[config.mk]
export PLATFORM = sky130hd
export DESIGN_NAME = debug_tx_dump_flat
export DESIGN_NICKNAME = d
export VERILOG_FILES = /design/src/rtl/debug_tx_dump_if.sv /design/src/rtl/debug_tx_dump.sv /design/src/flat_wrapper.sv
export SDC_FILE = /design/constraint.sdc
export NUM_CORES = 1
export LEC_CHECK = 0
export CORE_ASPECT_RATIO = 1.5
export CORE_MARGIN = 4
export CORE_UTILIZATION = 40
export DETAILED_ROUTE_END_ITERATION = 10
export GPL_TIMING_DRIVEN = 0
export PLACE_DENSITY = 0.77
export SKIP_CTS_REPAIR_TIMING = 1
export SLEW_MARGIN = 40
export SYNTH_ARGS = -nofsm -noshare
export SYNTH_HDL_FRONTEND = slang
export SYNTH_SLANG_ARGS = --single-unit
[constraint.sdc]
create_clock -name clk -period 1.8 [get_ports clk]
set_input_delay 0.36 -clock clk [delete_from_list [all_inputs] [get_ports clk]]
set_output_delay 0.36 -clock clk [all_outputs]
set_load 0.02 [all_outputs]
[src/rtl/debug_tx_dump_if.sv]
// Debug dump bundle: dump request/status, state read ports and UART TX byte handshake.
// master = dump engine side; slave = debug controller, register file, data memory and UART side.
interface debug_tx_dump_if #(
    parameter int NBITS           = 32,
    parameter int REG_ADDR_LENGTH = 5,
    parameter int DM_ADDR_LENGTH  = 32
);
    logic                       send_flag;
    logic                       busy;
    logic                       send_done;
    logic [NBITS-1:0]           pc_value;
    logic [NBITS-1:0]           reg_data;
    logic [NBITS-1:0]           dm_data;
    logic [REG_ADDR_LENGTH-1:0] reg_addr;
    logic [DM_ADDR_LENGTH-1:0]  DM_Addr;
    logic                       tx_start;
    logic [7:0]                 tx_data;
    logic                       tx_done;

    modport master (
        input  send_flag, pc_value, reg_data, dm_data, tx_done,
        output reg_addr, DM_Addr, tx_start, tx_data, busy, send_done
    );

    modport slave (
        output send_flag, pc_value, reg_data, dm_data, tx_done,
        input  reg_addr, DM_Addr, tx_start, tx_data, busy, send_done
    );
endinterface

[src/rtl/debug_tx_dump.sv]
// Serializes PC, register file and a data-memory window into MSB-first UART bytes.
// Latency: first tx_start 3 cycles after send_flag; backpressure: each byte waits for tx_done.
module debug_tx_dump #(
    parameter int NBITS           = 32,
    parameter int N_REGS          = 32,
    parameter int REG_ADDR_LENGTH = 5,
    parameter int DM_WORDS        = 16,
    parameter int DM_ADDR_LENGTH  = 32
) (
    input  logic               clk,
    input  logic               reset,
    debug_tx_dump_if.master    bus
);
    localparam int W      = 1 + N_REGS + DM_WORDS;
    localparam int IDX_W  = $clog2(W);
    localparam int BYTES  = NBITS / 8;
    localparam int BCNT_W = (BYTES > 1) ? $clog2(BYTES) : 1;
    localparam logic [IDX_W-1:0]  LAST_IDX  = IDX_W'(W - 1);
    localparam logic [BCNT_W-1:0] LAST_BYTE = BCNT_W'(BYTES - 1);

    typedef enum logic [2:0] {IDLE, ADDR, LOAD, SEND, WAIT, DONE} state_t;

    state_t                     state;
    logic [IDX_W-1:0]           idx;
    logic [BCNT_W-1:0]          bcnt;
    logic [NBITS-1:0]           shreg;
    logic [REG_ADDR_LENGTH-1:0] reg_addr_q;
    logic [DM_ADDR_LENGTH-1:0]  dm_addr_q;
    logic                       tx_start_q;
    logic                       busy_q;
    logic                       send_done_q;

    logic [IDX_W-1:0] idx_nxt;
    logic [31:0]      nxt_ext;
    logic [31:0]      dm_byte_addr;
    logic             nxt_is_reg;
    logic [NBITS-1:0] load_word;

    assign idx_nxt      = idx + IDX_W'(1);
    assign nxt_ext      = 32'(idx_nxt);
    assign dm_byte_addr = (nxt_ext - 32'd1 - 32'(N_REGS)) << 2;
    assign nxt_is_reg   = (nxt_ext <= 32'(N_REGS));

    always_comb begin
        load_word = bus.dm_data;
        if (idx == '0)
            load_word = bus.pc_value;
        else if (32'(idx) <= 32'(N_REGS))
            load_word = bus.reg_data;
    end

    // Addresses are updated on entry to ADDR so they are stable through ADDR and LOAD,
    // which lets a one-cycle synchronous read port deliver data by the LOAD capture edge.
    always_ff @(posedge clk) begin
        if (reset) begin
            state       <= IDLE;
            idx         <= '0;
            bcnt        <= '0;
            shreg       <= '0;
            reg_addr_q  <= '0;
            dm_addr_q   <= '0;
            tx_start_q  <= 1'b0;
            busy_q      <= 1'b0;
            send_done_q <= 1'b0;
        end else begin
            tx_start_q  <= 1'b0;
            send_done_q <= 1'b0;
            case (state)
                IDLE: begin
                    if (bus.send_flag) begin
                        idx        <= '0;
                        reg_addr_q <= '0;
                        dm_addr_q  <= '0;
                        busy_q     <= 1'b1;
                        state      <= ADDR;
                    end
                end
                ADDR: state <= LOAD;
                LOAD: begin
                    shreg      <= load_word;
                    bcnt       <= '0;
                    tx_start_q <= 1'b1;
                    state      <= SEND;
                end
                SEND: state <= WAIT;
                WAIT: begin
                    if (bus.tx_done) begin
                        shreg <= shreg << 8;
                        bcnt  <= bcnt + BCNT_W'(1);
                        if (bcnt != LAST_BYTE) begin
                            tx_start_q <= 1'b1;
                            state      <= SEND;
                        end else if (idx != LAST_IDX) begin
                            idx <= idx_nxt;
                            if (nxt_is_reg)
                                reg_addr_q <= REG_ADDR_LENGTH'(nxt_ext - 32'd1);
                            else
                                dm_addr_q <= DM_ADDR_LENGTH'(dm_byte_addr);
                            state <= ADDR;
                        end else begin
                            send_done_q <= 1'b1;
                            state       <= DONE;
                        end
                    end
                end
                DONE: begin
                    busy_q <= 1'b0;
                    state  <= IDLE;
                end
                default: state <= IDLE;
            endcase
        end
    end

    assign bus.reg_addr  = reg_addr_q;
    assign bus.DM_Addr   = dm_addr_q;
    assign bus.tx_start  = tx_start_q;
    assign bus.tx_data   = shreg[NBITS-1 -: 8];
    assign bus.busy      = busy_q;
    assign bus.send_done = send_done_q;
endmodule

[src/flat_wrapper.sv]
// flat-port wrapper written by rule: the top's interface ports become plain ports
module debug_tx_dump_flat 
#(
    parameter int NBITS           = 32,
    parameter int N_REGS          = 32,
    parameter int REG_ADDR_LENGTH = 5,
    parameter int DM_WORDS        = 16,
    parameter int DM_ADDR_LENGTH  = 32
)
  (clk, reset, bus_send_flag, bus_pc_value, bus_reg_data, bus_dm_data, bus_tx_done, bus_reg_addr, bus_DM_Addr, bus_tx_start, bus_tx_data, bus_busy, bus_send_done);
  debug_tx_dump_if #(.NBITS(NBITS), .REG_ADDR_LENGTH(REG_ADDR_LENGTH), .DM_ADDR_LENGTH(DM_ADDR_LENGTH)) bus_i ();
  input  logic clk;
  input  logic reset;
  input wire logic [$bits(bus_i.send_flag)-1:0] bus_send_flag;
  input wire logic [$bits(bus_i.pc_value)-1:0] bus_pc_value;
  input wire logic [$bits(bus_i.reg_data)-1:0] bus_reg_data;
  input wire logic [$bits(bus_i.dm_data)-1:0] bus_dm_data;
  input wire logic [$bits(bus_i.tx_done)-1:0] bus_tx_done;
  output wire logic [$bits(bus_i.reg_addr)-1:0] bus_reg_addr;
  output wire logic [$bits(bus_i.DM_Addr)-1:0] bus_DM_Addr;
  output wire logic [$bits(bus_i.tx_start)-1:0] bus_tx_start;
  output wire logic [$bits(bus_i.tx_data)-1:0] bus_tx_data;
  output wire logic [$bits(bus_i.busy)-1:0] bus_busy;
  output wire logic [$bits(bus_i.send_done)-1:0] bus_send_done;
  assign bus_i.send_flag = bus_send_flag;
  assign bus_i.pc_value = bus_pc_value;
  assign bus_i.reg_data = bus_reg_data;
  assign bus_i.dm_data = bus_dm_data;
  assign bus_i.tx_done = bus_tx_done;
  assign bus_reg_addr = bus_i.reg_addr;
  assign bus_DM_Addr = bus_i.DM_Addr;
  assign bus_tx_start = bus_i.tx_start;
  assign bus_tx_data = bus_i.tx_data;
  assign bus_busy = bus_i.busy;
  assign bus_send_done = bus_i.send_done;
  debug_tx_dump #(.NBITS(NBITS), .N_REGS(N_REGS), .REG_ADDR_LENGTH(REG_ADDR_LENGTH), .DM_WORDS(DM_WORDS), .DM_ADDR_LENGTH(DM_ADDR_LENGTH)) u_core (.clk(clk), .reset(reset), .bus(bus_i));
endmodule
==> impl_metrics.tcl <==
set metrics [dict create \
    outcome "complete, but fails checks" \
    failed_checks "negative setup slack" \
    rsz0062_at_grt "yes" \
    finalCritPeriodShare_pct 109 \
    die-area_sq_um 11100 \
    path_clk_slew_ns 0.05 \
    cp_slowest_cell "a221o_2" \
    cts.sinks 59 \
    die_h_um 127 \
    final_core_util_pct 71.6 \
    rows 43 \
    ir_drop_uv 671 \
    avgSynthCellArea_sq_um 8.36 \
    yosysWarnings 0 \
    cp.depth 6 \
    met3_usage_pct 6.17 \
    switching_power_w 0.00100 \
    drive_above_1_share_pct 37.6 \
    hold_viol_final 0 \
    first_global_vias 3795 \
    portBuffers 145 \
    avgRoutedWirePerCell_um 18.7 \
    cp.buffers_inverters 1 \
    synth_edf_count 0 \
    reg2reg_depth 6 \
    netlist_instances 450 \
    crit_type "register to register" \
    powerDensity_nw_per_um2 610 \
    nets 743 \
    stdcell_area_sq_um 6590 \
    critPathTopFamily "compound AO/OA/AOI/OAI gates" \
    ant_nets 0 \
    gp_congestion 0.892 \
    drt_iter0_drc 187 \
    synth_cell_type_count 55 \
    slew_viol_final 0 \
    hold_class "register to register" \
    cts_made_buffers 9 \
    crit_chain "buf_6 -> nand3_4 -> or3_4 -> a221o_2 -> a21oi_4 -> o32ai_2" \
    netlist_area_sq_um 3760 \
    insertion_delay_ns 0.33 \
    cts_tree "yes" \
    core-area_sq_um 9200 \
    cp_max_fo 8 \
    grt_max_degree 25 \
    start_util_pct 40.9 \
    critPathRequiredTime_ns 1.99 \
    power.static_leakage_nw 2.91 \
    ys.flop_type "dfxtp_1" \
    cap_viol_max_count 0 \
    ios 148 \
    grt_usage_pct 21.2 \
    start_kind "register" \
    hpwl_um 9650 \
    drc 0 \
    avgViaCountPerCell 5.51 \
    internal_power_w 0.00302 \
    synthToLayoutAreaGrowth_pct 75.0 \
    n_fill_cell 627 \
    worstPathArrival_ns 2.15 \
    detailed_place.area_sq_um 5410 \
    p_clk_share_pct 44.4 \
    hold_depth 2 \
    fin_skew_ns 0.00513 \
    grt_overflow 0 \
    post-route-min-period_ns 1.96 \
    synth.yosys.seq_area_share_pct 31.4 \
    diodes 0 \
    switching_share_pct 24.9 \
    synthArstFlopShare_pct 0 \
    clock.fmax_mhz 509 \
    cts_buffer_depth 2 \
    worst_pin_slew_ns 0.727 \
    comb_power_share_pct 20.1 \
    cp_slowest_stage_delay_ns 0.47 \
    endpoint_kind "register" \
    synth_seq_cells 59 \
    cts_max_level 3 \
    drt-total-wl_um 14100 \
    antenna_found_initial 0 \
    die_w_um 87.2 \
    grt_pass1_wl_um 18500 \
    seqPwrFrac_pct 35.5 \
    vias 4162 \
    finalSetupViolCount 46 \
    cts-root-buf "clkbuf_16" \
    relSlewSlack_pct 51.3 \
    drtPass1Iterations 4 \
    grt_busiest_layer "met2" \
    grt_util_met2_pct 39.6 \
    met1_usage_pct 21.8 \
    postLayoutSetupSlackWorst_ns -0.164 \
]
[power by group through the flow]
stage	combinational, W	clock (W)	sequential, W
CTS	0.000702	0.00180	0.00143
floorplan	0.000357	0	0.00144
global placement	0.000685	0	0.00145
finish	0.000808	0.00179	0.00143
detailed placement	0.000698	0	0.00145
global route	0.000863	0.00186	0.00143
[sequential cells by signal (all words and copies together), names as in the netlist]
| signal | count |
|---|---|
| u_core.bus.tx_start | 1 |
| u_core.bcnt | 2 |
| u_core.shreg | 32 |
| u_core.state | 3 |
| u_core.bus.busy | 1 |
| u_core.idx | 6 |
| u_core.bus.send_done | 1 |
| u_core.bus.reg_addr | 5 |
| u_core.bus.DM_Addr | 8 |
[cells by family (layout without fill, tap and decap cells)]
logic type / count (synthesis) / in the layout / share of synthesized area, %
other: 1 / 2 / 0.0996
buffers and inverters: 75 / 267 / 12.1
AOI/OAI and AO/OA: 166 / 166 / 31.0
and+or+nand+nor: 108 / 108 / 14.3
DFF: 59 / 59 / 31.4
muxes: 32 / 32 / 8.51
xor gates and xnor gates: 4 / 4 / 0.931
adders and majority gates: 5 / 5 / 1.66
[synthesized netlist by cell type (5+ instances only)]
cell type	instances	share of area, %
a211oi_1	16	3.2
a211oi_2	9	3.0
a21o_1	24	4.8
a21oi_1	43	5.7
a22o_1	8	1.9
buf_2	7	0.93
buf_4	37	7.4
clkbuf_1	19	1.9
dfxtp_1	59	31
ha_1	5	1.7
inv_1	7	0.70
mux2i_1	32	8.5
nand2_1	15	1.5
nand2b_1	9	1.5
nand3_1	5	0.66
nand3b_1	5	1.0
nor2_1	44	4.4
nor2b_1	5	0.83
nor3_1	8	1.1
o21ai_0	34	4.5
[per-stage QoR]
stage	cells	setup slack (ns)	total power [W]	TNS (ns)	hold slack (ns)
6_report	755	-0.164	0.00402	-4.08	0.463
5_1_grt	755	-0.216	0.00416	-6.28	0.492
4_1_cts	724	-0.566	0.00393	-24.61	0.461
3_5_place_dp	708	-0.619	0.00215	-30.98	0.453
3_3_place_gp	708	-0.592	0.00214	-29.41	0.446
2_1_floorplan	451	0.00673	0.00180	0	0.436
[final timing paths]
path	startpoint	to	slack, ns
setup reg to reg	u_core.idx[1]	u_core.bus.DM_Addr[2]	-0.16
hold / removal	u_core.bcnt[1]	u_core.bcnt[1]	0.46
hold reg to reg	u_core.bcnt[1]	u_core.bcnt[1]	0.46
setup / recovery	u_core.idx[1]	u_core.bus.DM_Addr[2]	-0.16
[worst register-to-register path: stages (launching register included)]
cell and delay [ns]:
dfxtp_2 0.35, buf_6 0.14, nand3_4 0.09, or3_4 0.35, a221o_2 0.47, a21oi_4 0.29, o32ai_2 0.14
[cell type report]
class | count | area [sq um] | share of cell area (%)
clock inverters | 5 | 77.6 | 1.18
flip-flops and latches | 59 | 1190 | 18.1
inverters | 7 | 31.3 | 0.475
repair buffers | 177 | 1760 | 26.8
clock buffers | 11 | 233 | 3.53
multi-input cells | 317 | 2570 | 39.0
plain buffers | 67 | 574 | 8.72
well taps | 112 | 140 | 2.13
[routing by layer]
metal | up-vias | share of wire (%)
met4 | 0 | 3.4
met3 | 38 | 7.8
met5 | - | 0
met1 | 1984 | 35
li1 | 1971 | -
met2 | 169 | 53
[layout by cell type, fill, tap and decap left out, drive strengths merged, types with 6 or more instances in the layout]
master         Yosys  final
nor2              44     44
nor3               8      8
dfxtp             59     59
nand3              6      6
a211oi            25     25
buf               47     98
clkdlybuf4s50      0    122
clkbuf            21     34
nand2             15     15
mux2i             32     32
nand2b             9      9
a21o              24     24
a21oi             46     46
a22o               8      8
inv                7      7
o21ai             39     39
Note: power is estimated with default switching activity, not from simulation.
